==> src/rtl/bus_dma_initiator.sv <==
// Word-copy DMA initiator for the simple memory bus: each word is one read,
// a capture cycle and one write, every access held until the responder's mem_done.
module bus_dma_initiator #(
    parameter int COUNT_WIDTH    = 16,
    parameter int TIMEOUT_CYCLES = 255
) (
    input  logic                   clk_i,
    input  logic                   rst_ni,
    input  logic                   start_i,
    input  logic                   abort_i,
    input  logic [31:0]            src_addr_i,
    input  logic [31:0]            dst_addr_i,
    input  logic [COUNT_WIDTH-1:0] count_i,
    input  logic                   src_inc_i,
    input  logic                   dst_inc_i,
    output logic                   busy_o,
    output logic                   done_o,
    output logic                   error_o,
    output logic [31:0]            mem_addr,
    output logic [31:0]            mem_wdata,
    output logic [3:0]             mem_wmask,
    output logic                   mem_wstrb,
    output logic                   mem_rstrb,
    input  logic [31:0]            mem_rdata,
    input  logic                   mem_done
);
    // The wait counter only ever holds 0 .. TIMEOUT_CYCLES-1.
    localparam int WaitWidth = (TIMEOUT_CYCLES > 1) ? $clog2(TIMEOUT_CYCLES) : 1;
    localparam logic [WaitWidth-1:0] WaitLimit = WaitWidth'(TIMEOUT_CYCLES - 1);

    typedef enum logic [1:0] {
        S_IDLE,
        S_READ,
        S_CAPTURE,
        S_WRITE
    } state_e;

    state_e                 state_q, state_d;
    logic [31:0]            src_q, src_d;
    logic [31:0]            dst_q, dst_d;
    logic [31:0]            data_q, data_d;
    logic [COUNT_WIDTH-1:0] rem_q, rem_d;
    logic [WaitWidth-1:0]   wait_q, wait_d;
    logic                   src_inc_q, src_inc_d;
    logic                   dst_inc_q, dst_inc_d;
    logic                   done_q, done_d;
    logic                   error_q, error_d;
    logic                   wait_hit;

    assign wait_hit = (wait_q == WaitLimit);

    // NOTE: sequential state uses non-blocking assignments so every register
    // samples the pre-edge value of the others, independent of statement order.
    always_ff @(posedge clk_i or negedge rst_ni) begin
        if (!rst_ni) begin
            state_q   <= S_IDLE;
            src_q     <= '0;
            dst_q     <= '0;
            data_q    <= '0;
            rem_q     <= '0;
            wait_q    <= '0;
            src_inc_q <= 1'b0;
            dst_inc_q <= 1'b0;
            done_q    <= 1'b0;
            error_q   <= 1'b0;
        end else begin
            state_q   <= state_d;
            src_q     <= src_d;
            dst_q     <= dst_d;
            data_q    <= data_d;
            rem_q     <= rem_d;
            wait_q    <= wait_d;
            src_inc_q <= src_inc_d;
            dst_inc_q <= dst_inc_d;
            done_q    <= done_d;
            error_q   <= error_d;
        end
    end

    // NOTE: every variable gets a default before the case so no path can
    // leave one unassigned, which would otherwise infer a latch.
    always_comb begin
        state_d   = state_q;
        src_d     = src_q;
        dst_d     = dst_q;
        data_d    = data_q;
        rem_d     = rem_q;
        src_inc_d = src_inc_q;
        dst_inc_d = dst_inc_q;
        wait_d    = '0;
        done_d    = 1'b0;
        error_d   = 1'b0;
        case (state_q)
            S_IDLE: begin
                if (start_i && !abort_i) begin
                    src_d     = src_addr_i & 32'hFFFF_FFFC;
                    dst_d     = dst_addr_i & 32'hFFFF_FFFC;
                    rem_d     = count_i;
                    src_inc_d = src_inc_i;
                    dst_inc_d = dst_inc_i;
                    if (count_i == '0) done_d = 1'b1;
                    else               state_d = S_READ;
                end
            end
            S_READ: begin
                if (abort_i) begin
                    state_d = S_IDLE;
                end else if (mem_done) begin
                    state_d = S_CAPTURE;
                end else if (wait_hit) begin
                    state_d = S_IDLE;
                    done_d  = 1'b1;
                    error_d = 1'b1;
                end else begin
                    wait_d = wait_q + WaitWidth'(1);
                end
            end
            S_CAPTURE: begin
                data_d  = mem_rdata;
                state_d = abort_i ? S_IDLE : S_WRITE;
            end
            S_WRITE: begin
                // A write accepted together with abort still advances the pointers.
                if (mem_done) begin
                    if (src_inc_q) src_d = src_q + 32'd4;
                    if (dst_inc_q) dst_d = dst_q + 32'd4;
                    rem_d = rem_q - COUNT_WIDTH'(1);
                    if (abort_i) begin
                        state_d = S_IDLE;
                    end else if (rem_q == COUNT_WIDTH'(1)) begin
                        state_d = S_IDLE;
                        done_d  = 1'b1;
                    end else begin
                        state_d = S_READ;
                    end
                end else if (abort_i) begin
                    state_d = S_IDLE;
                end else if (wait_hit) begin
                    state_d = S_IDLE;
                    done_d  = 1'b1;
                    error_d = 1'b1;
                end else begin
                    wait_d = wait_q + WaitWidth'(1);
                end
            end
            default: state_d = S_IDLE;
        endcase
    end

    // Bus request decoded purely from registered state, so reset clears it at once.
    always_comb begin
        mem_addr  = '0;
        mem_wdata = '0;
        mem_wmask = '0;
        mem_wstrb = 1'b0;
        mem_rstrb = 1'b0;
        case (state_q)
            S_READ: begin
                mem_rstrb = 1'b1;
                mem_addr  = src_q;
            end
            S_WRITE: begin
                mem_wstrb = 1'b1;
                mem_addr  = dst_q;
                mem_wdata = data_q;
                mem_wmask = 4'hF;
            end
            default: ;
        endcase
    end

    assign busy_o  = (state_q != S_IDLE);
    assign done_o  = done_q;
    assign error_o = error_q;

endmodule
==> config.mk <==
export PLATFORM = sky130hd
export DESIGN_NAME = bus_dma_initiator
export DESIGN_NICKNAME = d
export VERILOG_FILES = /design/src/rtl/bus_dma_initiator.sv
export SDC_FILE = /design/constraint.sdc
export NUM_CORES = 1
export LEC_CHECK = 0
export BUFFER_PORTS_ARGS = -buffer_cell sky130_fd_sc_hd__buf_4
export CORE_MARGIN = 2
export CORE_UTILIZATION = 30
export CTS_CLUSTER_DIAMETER = 100
export DETAILED_ROUTE_END_ITERATION = 8
export SLEW_MARGIN = 20
export SYNTH_ARGS = -nofsm -noshare
export SYNTH_HDL_FRONTEND = slang
export SYNTH_SLANG_ARGS = --single-unit
==> constraint.sdc <==
create_clock -name clk_i -period 2.55 [get_ports clk_i]
set_clock_uncertainty 0.2 [all_clocks]
set_input_delay 0.255 -clock clk_i [delete_from_list [all_inputs] [get_ports clk_i]]
set_output_delay 0.255 -clock clk_i [all_outputs]
set_load 0.01 [all_outputs]
Word level (Yosys, flattened, before mapping)
Index checks and enable logic that the tools add are counted.
Widths: inputs -> output; s select.
- logic and storage cells: 80
- output and inout port bits: 73
- input port bits: 119
- register bits after elaboration: 126
- multiplexer cells: 45
- add/subtract/negate cells: 4
- eq/ne operators: 10
- reduce and logical (&&, ||, !) cells: 11
- operators with widths (cell ; count):
    $mux 32 ; 7
    $pmux 32 s2 ; 3
    $add 32x3->32 const B ; 2
    $mux 8 ; 5
    $mux 16 ; 2
    $pmux 16 s2 ; 1
    $eq 16x1->1 const B ; 1
    $logic_not 16->1 ; 1
    $mux 2 ; 8
    $pmux 8 s2 ; 1
    $sub 16x1->16 const B ; 1
    $mux 1 ; 14
    $ne 2x2->1 const B ; 5
    $add 8x1->8 const B ; 1
    $eq 8x8->1 const B ; 1
    $pmux 2 s4 ; 1
    $reduce_and 4->1 ; 2
    $eq 2x2->1 const B ; 2
    $mux 4 ; 1
    $reduce_and 2->1 ; 2
    $reduce_bool 2->1 ; 2
    $pmux 1 s3 ; 1
    $reduce_and 3->1 ; 1
    $eq 2x1->1 const B ; 1
    other kinds (4) ; 4

Depth between registers and ports, before layout
- depth after elaboration: 5
- gate-level depth with buffers: 7

Least setup slack after synthesis
Ideal clock, no wire load.
- kind: register to register
- start: register dst_q[8]
- end: register dst_q[25]
- stages on the path, launching flop included: 7
- arrival time: 1.879 ns
- buffers on the path: 2
- setup slack: 0.402 ns
- clock period less this slack: 2.148 ns
- cell sequence: dfrtp_1 > buf_4 > nand4_1 > or4_1 > clkbuf_2 > or4b_1 > nand3_1
- longest elaborated chain between the ends: 4
- RTL lines (item ; RTL line ; text):
    start, declared ; 40 ; logic [31:0] dst_q, dst_d;
    start signal, assigned ; 69 ; dst_q <= dst_d;
    $add 32x3->32 ; 126 ; if (dst_inc_q) dst_d = dst_q + 32'd4;
    $mux 32 ; 126 ;
    $mux 32 ; 124 ; if (mem_done) begin
    $pmux 32 s2 ; 93 ; case (state_q)
Every way passes these cells. The select of a mux whose other input is x is not followed.
A chain may end at the register's enable or synchronous reset.

Worst setup path after layout
- start: register state_q[1]
- end: output mem_addr[24]
- longest elaborated chain between the ends: 2
- elaborated cells on any way between the ends: 3
- those cells by class: 2 x eq/ne; 1 x mux
- RTL lines (item ; RTL line ; text):
    start, declared ; 38 ; state_e state_q, state_d;
    start signal, assigned ; 67 ; state_q <= state_d;
    $eq 2x2->1 / $eq 2x1->1 (equally long branches) ; 157 ; case (state_q)
    $pmux 32 s2 (*) ; 157 ;
    end, declared ; 19 ; output logic [31:0] mem_addr,
Every way passes the cells marked *; elsewhere a longest branch is shown, timed or not.

==> reports/summary.txt <==
Clock-pin slew on the worst setup and hold paths = 60 ps
Post-synth EDFFs = 0
CP Data Arrival Time = 1990 ps
# Post-CTS Setup Buffers = 0
Residual DRC count = 0
I/O Buffers = 185
Commonest cells after routing, fill and taps aside = buf_4 (230), dfrtp_1 (120), dlygate4sd3_1 (78)
Layout cells sized above 1 = 27.3%
CP cell instances = buf_4 > buf_6 > mux2i_1 > nor2b_1 > buf_4
# diodes = 0
Class of the worst hold path = input port to register
CTS tree = built
Top Ports = 192
Nets@finish = 1,277
Register bit total from synthesis = 122
H-tree levels = 4
Post-Route WL = 27.6 mm
Synth Flop Type = dfrtp_1
Max-cap check violation count = 0
Initial Util = 30.4%
Vias in the first global route = 8,172
Die W = 166 um
Unrepaired setup endpoints after global routing = false
Crit Path Category = register to primary output
Netlist Area Pre-Place = 7870 um2
Leakage = 4.82 nW
F_max = 409 MHz
Die ar. = 27,500 um2
Min Tclk post-route = 2450 ps
Pin count of the biggest net entering global routing = 55
Clk sink count = 122
Kind of end point of the critical path = primary output
Final setup viols = 0
Critical path origin = state_q[1]
Post-Synthesis Cells = 904
Rel. slew slack = 52.4%
P&R area growth vs syn = 42.5%
GR Overflow Total = 0
DP Wirelength = 19.2 mm
Total global-route track usage = 19.7%
Synth Area per Inst = 8.70 um2
Die Ht = 166 um
Setup TNS = 0 ps
Hold Fails Final Rpt = 0
Synth async-reset ratio = 100%
Final core utilization = 43.3%
Total CTS buffers = 17
Worst slew pin tran = 710 ps
Hold_sp = dst_addr_i[30]
Clk Latency, worst-skew pair = 420 ps
Worst vdd ir = 0.397 mV
Yosys warning count = 0
Antenna violations before repair = 0
Startpoint types = register
Most common cell after layout, fill and taps aside = buf_4
Core Box Area = 25,900 um2
Via count = 8,284
Final Max Slew Viols = 0
CP peak stage delay = 390 ps
Worst path slowest cell = dfrtp_2
First-pass GRT wire length = 44.0 mm
Std cell rows = 59
Tcrit/Tclk final = 95.9%
Gpl congestion = 0.922
Cell variety after synth = 65
RR Startpoint = src_q[3]
Worst Path Required = 2100 ps
Outcome = finished, final reports clean
Via density = 5.52
Clock root buffer = clkbuf_16
1st-iter DRT viols = 773
Power Density = 913 nW/um2
DRT Pass-1 Iters = 5
CP most frequent cell = buf_4
CP max FO = 30
Remaining antenna violation count = 0
Sequential share of the synthesized area = 38.8%
Per-cell routed wire length = 18.4 um
CTS max path bufs = 2
==> per-stage QoR <==
| stage | cells | power, mW | worst slack [ps] | hold WS (ps) | cell area (um2) |
|---|---|---|---|---|---|
| floorplan | 905 | 5.93 | 402 | -241 | 7870 |
| global placement | 1390 | 7.43 | 234 | 57.0 | 9810 |
| detailed placement | 1390 | 7.53 | 219 | 59.2 | 9810 |
| CTS | 1500 | 10.2 | 77.9 | 0.523 | 11200 |
| global route | 1500 | 10.8 | 46.8 | 31.0 | 11200 |
| finish | 1500 | 10.2 | 104 | 12.6 | 11200 |
==> cell type report <==
| cell class | count | area, um2 |
|---|---|---|
| clock buffer | 17 | 425 |
| clock inverter | 15 | 193 |
| fill | 2565 | 14700 |
| inverter | 9 | 35.0 |
| multi-input combinational | 687 | 4440 |
| sequential | 122 | 3060 |
| tap | 335 | 419 |
| timing repair buffer | 315 | 2640 |
==> logic make-up (layout without fill, tap and decap cells) <==
| group | after synthesis | count (layout) | share of synthesized area (%) |
|---|---|---|---|
| and+or+nand+nor | 393 | 393 | 28.0 |
| AOI/OAI and AO/OA | 216 | 216 | 17.8 |
| DFF | 122 | 122 | 38.8 |
| buffers and inverters | 96 | 356 | 5.03 |
| muxes | 64 | 64 | 8.65 |
| adders and majority gates | 6 | 6 | 0.954 |
| xor gates and xnor gates | 6 | 6 | 0.668 |
| other | 1 | 2 | 0.0477 |
==> synth_stat cells (10+ instances only) <==
master / n / area [um2]
nor2b_1: 32 / 200
o211ai_1: 10 / 75.1
a311oi_1: 10 / 87.6
and3_1: 58 / 363
nand3_1: 40 / 200
nor2_1: 67 / 251
nor3_1: 18 / 90.1
o22a_1: 16 / 140
a21oi_1: 63 / 315
mux2i_1: 32 / 320
dfrtp_1: 122 / 3050
mux2_2: 32 / 360
a31oi_1: 15 / 93.8
nand4_1: 39 / 244
clkbuf_1: 67 / 251
and4_1: 18 / 158
nand2_1: 50 / 188
o21ai_0: 44 / 220
nor4_1: 16 / 100
or3_1: 17 / 106
==> where the power goes <==
part	switching [mW]	internal, mW
Combinational	1.94	1.82
Clock	1.02	1.56
Sequential	1.09	2.80
Total	4.05	6.18
==> what timing repair did <==
action                                  4_1_cts  5_1_grt
resized for setup                             1        0
hold buffers                                 78        0
endpoints found under the setup margin        2        0
hold endpoints to repair                    109        0
==> worst paths after layout <==
path,to,slack (ps),cells past startpoint
min,dst_q[30],10,4
min in group asynchronous,rem_q[2],140,2
max reg2reg,src_q[20],200,5
min reg2reg,src_inc_q,300,2
max in group asynchronous,src_q[21],1350,3
max,mem_addr[24],100,5
==> worst max-delay path, delay by kind of cell (launching register included) <==
family	cells	cell delay [ps]
buffers and inverters	3	740
DFF	1	390
muxes	1	350
and+or+nand+nor	1	80
==> layer usage <==
metal / global-route usage [%] / wire length [um]
met2: 31.3 / 12900
met5: 0 / 0
met1: 26.9 / 12300
met3: 3.91 / 1840
met4: 6.31 / 494
==> sequential cells by signal, summed over array words and instances, names as in the netlist <==
| name | count |
|---|---|
| rem_q | 16 |
| dst_inc_q | 1 |
| error_o | 1 |
| state_q | 2 |
| wait_q | 8 |
| src_q | 30 |
| done_o | 1 |
| dst_q | 30 |
| src_inc_q | 1 |
| data_q | 32 |
Note: power is estimated with default switching activity, not from simulation.
